[config.mk]
export PLATFORM = sky130hd
export DESIGN_NAME = fault_campaign_sequencer
export DESIGN_NICKNAME = d
export VERILOG_FILES = /design/src/rtl/fault_campaign_sequencer.sv
export SDC_FILE = /design/constraint.sdc
export NUM_CORES = 1
export LEC_CHECK = 0
export BUFFER_PORTS_ARGS = -buffer_cell sky130_fd_sc_hd__buf_2
export CORE_ASPECT_RATIO = 1.4
export CORE_MARGIN = 1.5
export CORE_UTILIZATION = 40
export DETAILED_ROUTE_END_ITERATION = 6
export PLACE_DENSITY = 0.71
export SETUP_SLACK_MARGIN = 0.05
export SYNTH_ARGS = -nofsm -noshare
export SYNTH_HDL_FRONTEND = slang
export SYNTH_SLANG_ARGS = --single-unit
[constraint.sdc]
create_clock -name clk -period 5.9 [get_ports clk]
set_input_delay 1.77 -clock clk [delete_from_list [all_inputs] [get_ports clk]]
set_output_delay 1.77 -clock clk [all_outputs]
set_load 0.05 [all_outputs]
[src/rtl/fault_campaign_sequencer.sv]
// Fault campaign sequencer: sweeps fault codes and input vectors into a
// full-adder fault detector and accumulates per-fault detection results.
module fault_campaign_sequencer #(
    parameter int unsigned FIRST_FAULT    = 0,
    parameter int unsigned LAST_FAULT     = 7,
    parameter bit          STOP_ON_DETECT = 1'b1
) (
    input  logic       clk,
    input  logic       rst,
    input  logic       start,
    output logic       a,
    output logic       b,
    output logic       cin,
    output logic [2:0] fault_select,
    input  logic       fault_sum_detected,
    input  logic       fault_carry_detected,
    output logic       busy,
    output logic       done,
    output logic [7:0] sum_mask,
    output logic [7:0] carry_mask,
    output logic [7:0] detected_mask,
    output logic [3:0] detect_count,
    output logic [6:0] vec_count
);

    localparam int unsigned VW      = 3;
    localparam int unsigned MW      = 8;
    localparam int unsigned CW      = 4;
    localparam int unsigned NW      = 7;
    localparam int unsigned VEC_MAX = 64;

    typedef enum logic [1:0] {
        S_IDLE,
        S_RUN,
        S_DONE
    } state_t;

    state_t          state_q, state_d;
    logic [VW-1:0]   vec_q, vec_d;
    logic [VW-1:0]   flt_q, flt_d;
    logic [MW-1:0]   sum_q, sum_d;
    logic [MW-1:0]   carry_q, carry_d;
    logic [MW-1:0]   det_q, det_d;
    logic [CW-1:0]   dcnt_q, dcnt_d;
    logic [NW-1:0]   vcnt_q, vcnt_d;
    logic            busy_q, busy_d;
    logic            done_q, done_d;
    logic            hit;
    logic            advance;

    assign hit     = fault_sum_detected | fault_carry_detected;
    assign advance = (vec_q == 3'd7) || (STOP_ON_DETECT && hit);

    // Next-state and result accumulation.
    always_comb begin
        state_d = state_q;
        vec_d   = vec_q;
        flt_d   = flt_q;
        sum_d   = sum_q;
        carry_d = carry_q;
        det_d   = det_q;
        dcnt_d  = dcnt_q;
        vcnt_d  = vcnt_q;
        busy_d  = busy_q;
        done_d  = done_q;

        case (state_q)
            S_IDLE, S_DONE: begin
                vec_d = '0;
                flt_d = '0;
                if (start) begin
                    sum_d   = '0;
                    carry_d = '0;
                    det_d   = '0;
                    dcnt_d  = '0;
                    vcnt_d  = '0;
                    flt_d   = VW'(FIRST_FAULT);
                    state_d = S_RUN;
                    busy_d  = 1'b1;
                    done_d  = 1'b0;
                end
            end
            S_RUN: begin
                if (fault_sum_detected)   sum_d[flt_q]   = 1'b1;
                if (fault_carry_detected) carry_d[flt_q] = 1'b1;
                if (hit) begin
                    det_d[flt_q] = 1'b1;
                    // Count each fault only on its first detection.
                    if (!det_q[flt_q]) dcnt_d = dcnt_q + CW'(1);
                end
                if (vcnt_q != NW'(VEC_MAX)) vcnt_d = vcnt_q + NW'(1);

                if (advance) begin
                    vec_d = '0;
                    if (flt_q == VW'(LAST_FAULT)) begin
                        flt_d   = '0;
                        state_d = S_DONE;
                        busy_d  = 1'b0;
                        done_d  = 1'b1;
                    end else begin
                        flt_d = flt_q + VW'(1);
                    end
                end else begin
                    vec_d = vec_q + VW'(1);
                end
            end
            default: begin
                state_d = S_IDLE;
                vec_d   = '0;
                flt_d   = '0;
                busy_d  = 1'b0;
                done_d  = 1'b0;
            end
        endcase
    end

    // State and result registers with synchronous reset.
    always_ff @(posedge clk) begin
        if (rst) begin
            state_q <= S_IDLE;
            vec_q   <= '0;
            flt_q   <= '0;
            sum_q   <= '0;
            carry_q <= '0;
            det_q   <= '0;
            dcnt_q  <= '0;
            vcnt_q  <= '0;
            busy_q  <= 1'b0;
            done_q  <= 1'b0;
        end else begin
            state_q <= state_d;
            vec_q   <= vec_d;
            flt_q   <= flt_d;
            sum_q   <= sum_d;
            carry_q <= carry_d;
            det_q   <= det_d;
            dcnt_q  <= dcnt_d;
            vcnt_q  <= vcnt_d;
            busy_q  <= busy_d;
            done_q  <= done_d;
        end
    end

    assign a             = vec_q[2];
    assign b             = vec_q[1];
    assign cin           = vec_q[0];
    assign fault_select  = flt_q;
    assign busy          = busy_q;
    assign done          = done_q;
    assign sum_mask      = sum_q;
    assign carry_mask    = carry_q;
    assign detected_mask = det_q;
    assign detect_count  = dcnt_q;
    assign vec_count     = vcnt_q;

endmodule

== Word level (Yosys, flattened, before mapping) ==
Index checks and enable logic that the tools add are counted.
Storage, ports and cells
  register bits: 45
  latch bits: 0
  bits in writable memories: 0
  ROM bits: 0
  bits of input ports: 5
  logic and storage cells: 78
  memories: 0
Operators by class
  add/sub/neg operators: 4
  multipliers: 0
  divide/modulo/power cells: 0
  order comparisons: 2
  equality and inequality tests: 13
  shift operators: 0
  mux-type cells: 31
  bitwise operators: 5
  reductions and logical operators: 13
Operator list (number)
  8-bit one-hot mux with 2 select lines: 3
  8-bit 2-to-1 mux: 4
  8-bit OR: 3
  2-bit inequality test, second input constant: 8
  3-bit AND reduction: 5
  7-bit 2-to-1 mux: 2
  7-bit one-hot mux with 2 select lines: 1
  4-bit 2-to-1 mux: 3
  1-bit 2-to-1 mux: 8
  4-bit one-hot mux with 2 select lines: 1
  7-bit by 1-bit adder with 7-bit output, second input constant: 1
  7-bit inequality test, second input constant: 1
  3-bit by 1-bit adder with 3-bit output, second input constant: 2
  3-bit == test, second input constant: 2
  2-bit 2-to-1 mux: 3
  4-bit by 1-bit adder with 4-bit output, second input constant: 1
  3-bit by 4-bit < comparator with 1-bit output, second input constant: 1
  1-bit one-hot mux with 2 select lines: 2
  2-bit one-hot mux with 2 select lines: 1
  4-bit AND reduction: 1
  2-bit OR reduction: 2
  1-bit binary-select mux with 3-bit select: 1
  1-bit demux with 3-bit select: 1
  3-bit by 1-bit >= comparator with 1-bit output, second input constant: 1
  10 further kinds: 10

== Depth between registers and ports, before layout ==
Gate-level depths: netlist of the first run.
  depth in word-level cells: 7
  depth in mapped cells: 6

== Least setup slack after synthesis of the first run ==
OpenSTA, ideal clock, no wires.
  path kind: input-to-reg
  start point: input port start
  end point: register dcnt_q[3] (netlist: detect_count[3])
  library setup time: 0.074 ns
  arrival time: 2.836 ns
  data required time: 5.826 ns
  slack: 2.989 ns
  stages on the path: 5
  path buffers: 1
  cell sequence: nor2b_1 > clkbuf_1 > a21oi_1 > or4_1 > a31oi_1
Between the ends
  word-level cells in the longest chain between the ends: 2
Ends and longest elaborated chain
  start, declared: RTL line 10  | input logic start,
  2-bit inequality test (no line)
  4-bit AND reduction (no line)
  end signal, assigned: RTL line 137  | dcnt_q <= dcnt_d;
  end, declared: RTL line 44  | logic [CW-1:0] dcnt_q, dcnt_d;
No other way between the ends.
A chain may end at the register's enable or synchronous reset.

== Final worst setup path of the first run ==
  start point: register flt_q[0] (netlist: fault_select[0])
  end point: output port fault_select[0]
RTL lines
  start, declared: RTL line 40  | logic [VW-1:0] flt_q, flt_d;
  start signal, assigned: RTL line 133  | flt_q <= flt_d;
  end, declared: RTL line 14  | output logic [2:0] fault_select,
No word-level cell between the ends.

==> out/metrics.csv, run 1 <==
stage,metric,value,unit
placed_design,place_ws,2.61,ns
cts,clkSinkCount,44,
setup_path,critical_path.max_stage_delay,0.74,ns
floorplanning,fp.dieH,83.3,um
timing,setup_ws,2.71,ns
setup_path,critPathLaunchType,flip-flop,
layout,antenna_cells,0,
pwr,p_sw,0.000148,W
synthesis,syn_inst,209,
routing,num_vias,1670,
timing,hold_violations,0,
synthesis,synth-main-ff-cell,dfxtp_1,
setup_path,crit_chain,buf_2,
cts,clk_pin_slew,0.07,ns
worst_hold_path,hp-class,reg2reg,
synthesis,synth_area_leaders,"dfxtp_1 (48%), nor2_1 (8.5%), a21oi_1 (7.3%), ha_1 (4.7%), a31oi_1 (2.7%)",
timing,rsz0062_at_grt,false,
cts,h-tree-depth,2,
cts,cts_inserted_buffers,5,
timing,finalCritPeriodShare,0.541,
pwr,leakagePower,0.963,nW
placed_design,place_area,2110,um^2
cts,cts_tree,yes,
timing,worst_slew_pin_slew,1.14,ns
timing,max_freq,313,MHz
grt,gr-total-overflow,0,
placed_design,gp_congestion,0.780,
layout,fillers,484,
cts,cts_setup_buffers,0,
synthesis,yosys_register_bits,44,
routing,drc_errors,0,
timing,totalNegativeSetupSlack,0,ns
pwr,pwr-share-comb,0.117,
floorplanning,core,4500,um^2
cts,post_cts_resized,0,
synthesis,syn_avg_cell_area,8.82,um^2
cts,cts_root_buf,clkbuf_8,
timing,slew_violations,0,
cts,ctsLongestPathBuffers,2,
routing,wl_per_cell,13.3,um
setup_path,worstPathArrival,1.42,ns
flow_run,cap_violations,0,
setup_path,crit_path_end_kind,output pin,
layout,fin_nets,264,
setup_path,worstSetupPathType,reg2out,
timing,skew,0.00694,ns
timing,worst_hold_slack,0.439,ns
timing,maxSlewHeadroom,0.243,
grt,grt_pass1_wl,6940,um
floorplanning,rows,29,
synthesis,synth_most_common_cell,dfxtp_1,
pwr,p_int,0.000415,W
routing,post_drt_via_cell_ratio,5.30,
synthesis,syn-num-nets,221,
pwr,clkPwrFrac,0.335,
grt,grt_max_degree,31,
pwr,p_seq_frac,0.548,
routing,firstDrtPassIters,5,
layout,layout.cells.non_filler,315,
timing,min_period,3.19,ns
worst_hold_path,hold-path-cell-count,1,
synthesis,synth_commonest_cells,"dfxtp_1 (44), nor2_1 (42), a21oi_1 (27), clkbuf_1 (10), a31oi_1 (8)",
pwr,worst_ir_drop_vdd,0.232,mV
layout,drive_gt1_frac,0.229,
grt,grt_pass1_vias,1544,
setup_path,worstPathRequired,4.13,ns
routing,final_antenna_net_count,0,
setup_path,crit_cells,1,
floorplanning,io_pins,48,
setup_path,cp_slowest_cell,dfxtp_1,
synthesis,synth-edff-count,0,
routing,wl,4190,um
layout,fin_area,2200,um^2
synthesis,synth_cell_type_count,38,
status,run_status,"finished, final reports clean",
synthesis,syn_area,1840,um^2
synthesis,yosysWarnings,0,
synthesis,yosys.area.top_type_share,0.478,
setup_path,path_buf_inv,1,
placed_design,dp_hpwl,2970,um
grt,grt_use_total,0.182,
floorplanning,die-area,5030,um^2
synthesis,async_reset_ff_frac,0,
cts,clock_latency,0.29,ns
cts,hold_buffers,0,
synthesis,yosys.area.top_type,dfxtp_1,
grt,antenna_found_initial,0,
layout,area_delta_synth_final,19.2,%
pwr,powerDensity,256,nW/um^2
synthesis,synth_seq_area_share,0.478,
floorplanning,start_util,0.410,
placed_design,dp.cells,307,
setup_path,reg2reg_depth,4,
setup_path,path_max_fanout,18,
setup_path,crit_family,flip-flops,
floorplanning,die_w,60.4,um
timing,setup_viol,0,
pwr,switching_share,0.263,
routing,drt_iter0_markers,79,
placed_design,port_buffers,47,
per-layer routing:
| layer | vias to the layer above | share of wire | global-route usage | routed length (um) |
|---|---|---|---|---|
| li1 | 829 | - | - | - |
| met1 | 785 | 0.42 | 0.213 | 1740 |
| met2 | 51 | 0.51 | 0.303 | 2140 |
| met3 | 5 | 0.057 | 0.0514 | 238 |
| met4 | 0 | 0.015 | 0.0687 | 63 |
| met5 | - | 0 | 0 | 0 |
sequential cells by signal, summed over array words and instances (netlist names):
signal         count
busy               1
carry_mask         8
detect_count       4
detected_mask      8
fault_select       3
state_q            2
sum_mask           8
vec_count          7
vec_q              3
area by class of cell:
class                           instances  area (um^2)  area share
Clock buffer                            8         90.1      0.0410
Inverter                                4         15.0     0.00683
Multi-Input combinational cell        150          900       0.409
Sequential cell                        44          881       0.401
Tap cell                               62         77.6      0.0353
Timing Repair Buffer                   47          235       0.107
power by group through the flow:
stage               registers, W  clock network [W]  logic (W)
floorplan               0.000330                  0  0.0000359
CTS                     0.000309           0.000196  0.0000661
finish                  0.000309           0.000189  0.0000659
detailed placement      0.000316                  0  0.0000658
global placement        0.000316                  0  0.0000652
global route            0.000310           0.000206  0.0000717
kinds of logic (layout without fill, tap and decap cells):
logic type	count (synthesis)	after routing	share of synthesized area
fa+ha+maj	7	7	0.0475
compound gates	51	51	0.161
buf+inv	15	59	0.0346
mux	5	5	0.0441
simple gates	84	84	0.220
xor+xnor	3	3	0.0142
flops	44	44	0.478
through the flow:
stage               total power, W  utilization
floorplan                 0.000366            -
global placement          0.000381        0.469
detailed placement        0.000382        0.469
CTS                       0.000571        0.489
global route              0.000588        0.489
finish                    0.000563        0.489
worst paths after layout:
path                        start               to  slack (ns)
setup / recovery  fault_select[0]  fault_select[0]        2.71
hold / removal           vec_q[0]         vec_q[0]        0.44
setup reg to reg  fault_select[0]  detect_count[3]        3.51
hold reg to reg          vec_q[0]         vec_q[0]        0.44
placed cells by master, fill, tap and decap left out, drive strengths merged, types with 2 or more instances in the layout:
master,count
a211oi,2
a21o,2
a21oi,27
a31oi,8
and3,3
buf,47
clkbuf,8
dfxtp,44
ha,7
inv,4
mux2,2
mux4,2
nand2,6
nand2b,4
nand3,6
nor2,42
nor2b,4
nor3,7
nor3b,3
o211ai,2
o21ai,4
or4,3
xnor2,3
(Power assumes the default switching activity.)
==> inputs of run 2 (changes only) <==
--- a/config.mk
+++ b/config.mk
@@ -10,7 +10,7 @@
 export CORE_MARGIN = 1.5
 export CORE_UTILIZATION = 40
 export DETAILED_ROUTE_END_ITERATION = 6
-export PLACE_DENSITY = 0.71
+export PLACE_DENSITY = 0.74
 export SETUP_SLACK_MARGIN = 0.05
 export SYNTH_ARGS = -nofsm -noshare
 export SYNTH_HDL_FRONTEND = slang
==> constraint.sdc (replaced) <==
create_clock -name clk -period 2.6 [get_ports clk]
set_input_delay 0.78 -clock clk [delete_from_list [all_inputs] [get_ports clk]]
set_output_delay 0.78 -clock clk [all_outputs]
set_load 0.05 [all_outputs]
==> run 2 against run 1 <==
Register-to-register slack got worse by 3.0 ns. Utilization is 0.61 points higher. Non-clock buffer count increased by 4. First-iteration DRC count up 72%. Routed wire length fell by 3.8%. Largest cell class unchanged. Count of clock-buffer cells in the layout decreased by 3. Worst hold slack gained 0.0090 ns. Sequential power is 130% higher.
==> out/metrics.csv, run 2 (same netlist as run 1, synthesis figures left out) <==
stage,metric,value,unit
status,run_status,"finished, final reports clean",
cts,clkSinkCount,44,
routing,post_drt_via_cell_ratio,5.16,
timing,skew,0.00425,ns
cts,ctsLongestPathBuffers,2,
cts,cts_setup_buffers,0,
routing,firstDrtPassIters,4,
layout,antenna_cells,0,
routing,drt_iter0_markers,136,
grt,grt_pass1_wl,6800,um
worst_hold_path,hp-class,reg2reg,
floorplanning,die-area,5030,um^2
setup_path,path_max_fanout,11,
cts,cts_inserted_buffers,5,
cts,post_cts_resized,0,
cts,h-tree-depth,2,
worst_hold_path,hold-path-cell-count,1,
routing,final_antenna_net_count,0,
routing,wl_per_cell,12.6,um
placed_design,dp_hpwl,2930,um
worst_hold_path,min_delay_worst_endpoint,vec_q[0],
floorplanning,core,4500,um^2
setup_path,reg2reg_to,detect_count[3],
layout,final_cell_mix,"buf_2 (47), dfxtp_1 (44), nor2_1 (42)",
timing,worst_slew_pin_slew,0.570,ns
pwr,worst_ir_drop_vdd,0.365,mV
setup_path,crit_chain,buf_4 > buf_2,
grt,antenna_found_initial,0,
setup_path,path_buf_inv,2,
routing,drc_errors,0,
setup_path,worstPathArrival,1.34,ns
setup_path,critical_path.max_stage_delay,0.54,ns
setup_path,crit_path_end_kind,output pin,
timing,max_freq,472,MHz
layout,fin_area,2230,um^2
routing,wl,4030,um
timing,setup_viol,0,
floorplanning,io_pins,48,
layout,drive_gt1_frac,0.249,
timing,maxSlewHeadroom,0.618,
grt,grt_max_degree,25,
grt,gr-total-overflow,0,
timing,worst_hold_slack,0.448,ns
layout,fin_nets,268,
routing,num_vias,1645,
floorplanning,start_util,0.410,
placed_design,dp.cells,311,
cts,clock_latency,0.29,ns
placed_design,place_area,2140,um^2
cts,hold_buffers,0,
pwr,powerDensity,572,nW/um^2
cts,cts_tree,yes,
pwr,leakagePower,0.985,nW
timing,slew_violations,0,
timing,min_period,2.12,ns
placed_design,port_buffers,47,
layout,area_delta_synth_final,20.7,%
worst_hold_path,hp-start,vec_q[0],
timing,rsz0062_at_grt,false,
setup_path,worstSetupPathType,reg2out,
setup_path,cp_slowest_cell,dfxtp_1,
setup_path,r2r-start,fault_select[0],
grt,grt_pass1_vias,1483,
setup_path,worstPathRequired,1.82,ns
placed_design,gp_congestion,0.797,
setup_path,r2r_setup_slack,0.50,ns
layout,fillers,474,
floorplanning,fp.dieH,83.3,um
flow_run,cap_violations,0,
layout,layout.cells.non_filler,319,
layout,final_common_cell,buf_2,
timing,hold_violations,0,
grt,grt_use_total,0.173,
setup_path,critPathLaunchType,flip-flop,
cts,cts_root_buf,clkbuf_8,
cts,clk_pin_slew,0.08,ns
floorplanning,die_w,60.4,um
timing,totalNegativeSetupSlack,0,ns
floorplanning,rows,29,
setup_path,reg2reg_depth,4,
timing,finalCritPeriodShare,0.815,
setup_path,crit_family,flip-flops,
[run 2: changes by cell type in the layout (fill, tap and decap cells not counted), sizes merged]
cell / previous run / this run
clkbuf: 8 / 5
buf: 47 / 51
clkinv: 0 / 3
[run 2: area by class of cell]
| type | count | area (um^2) | share of cell area |
|---|---|---|---|
| clock buffers | 5 | 68.8 | 0.0309 |
| clock inverters | 3 | 18.8 | 0.00843 |
| inverters | 4 | 15.0 | 0.00675 |
| multi-input cells | 150 | 900 | 0.404 |
| flip-flops and latches | 44 | 881 | 0.396 |
| well taps | 62 | 77.6 | 0.0349 |
| repair buffers | 51 | 265 | 0.119 |
[run 2: worst max-delay path by stage]
stage	cells after the start	slack, ns	start	to
final	2	0.48	fault_select[0]	fault_select[0]
after global routing	4	0.36	fault_select[0]	detect_count[3]
after CTS	2	0.47	fault_select[0]	fault_select[0]
after detailed placement	5	0.38	start	detect_count[3]
after global placement	5	0.47	start	detect_count[3]
after floorplan	5	0.29	fault_select[0]	detect_count[3]
[run 2: routing by layer]
| layer | up-vias | global-route usage | share of wire |
|---|---|---|---|
| li1 | 835 | - | - |
| met5 | - | 0 | 0 |
| met1 | 763 | 0.219 | 0.44 |
| met3 | 5 | 0.0421 | 0.048 |
| met2 | 42 | 0.281 | 0.49 |
| met4 | 0 | 0.0545 | 0.014 |
[run 2: metrics by stage]
step           worst slack, ns   util  power [W]
3_3_place_gp             0.469  0.475   0.000868
5_1_grt                  0.358  0.495    0.00133
3_5_place_dp             0.383  0.475   0.000870
4_1_cts                  0.474  0.495    0.00129
2_1_floorplan            0.293      -   0.000830
6_report                 0.481  0.495    0.00127
[run 2: power by group]
| part | leakage [nW] | internal (W) | total [W] | switching [W] |
|---|---|---|---|---|
| combinational | 0.582 | 0.0000444 | 0.000155 | 0.000110 |
| clock | 0.0479 | 0.000187 | 0.000420 | 0.000233 |
| sequential | 0.356 | 0.000685 | 0.000699 | 0.0000131 |
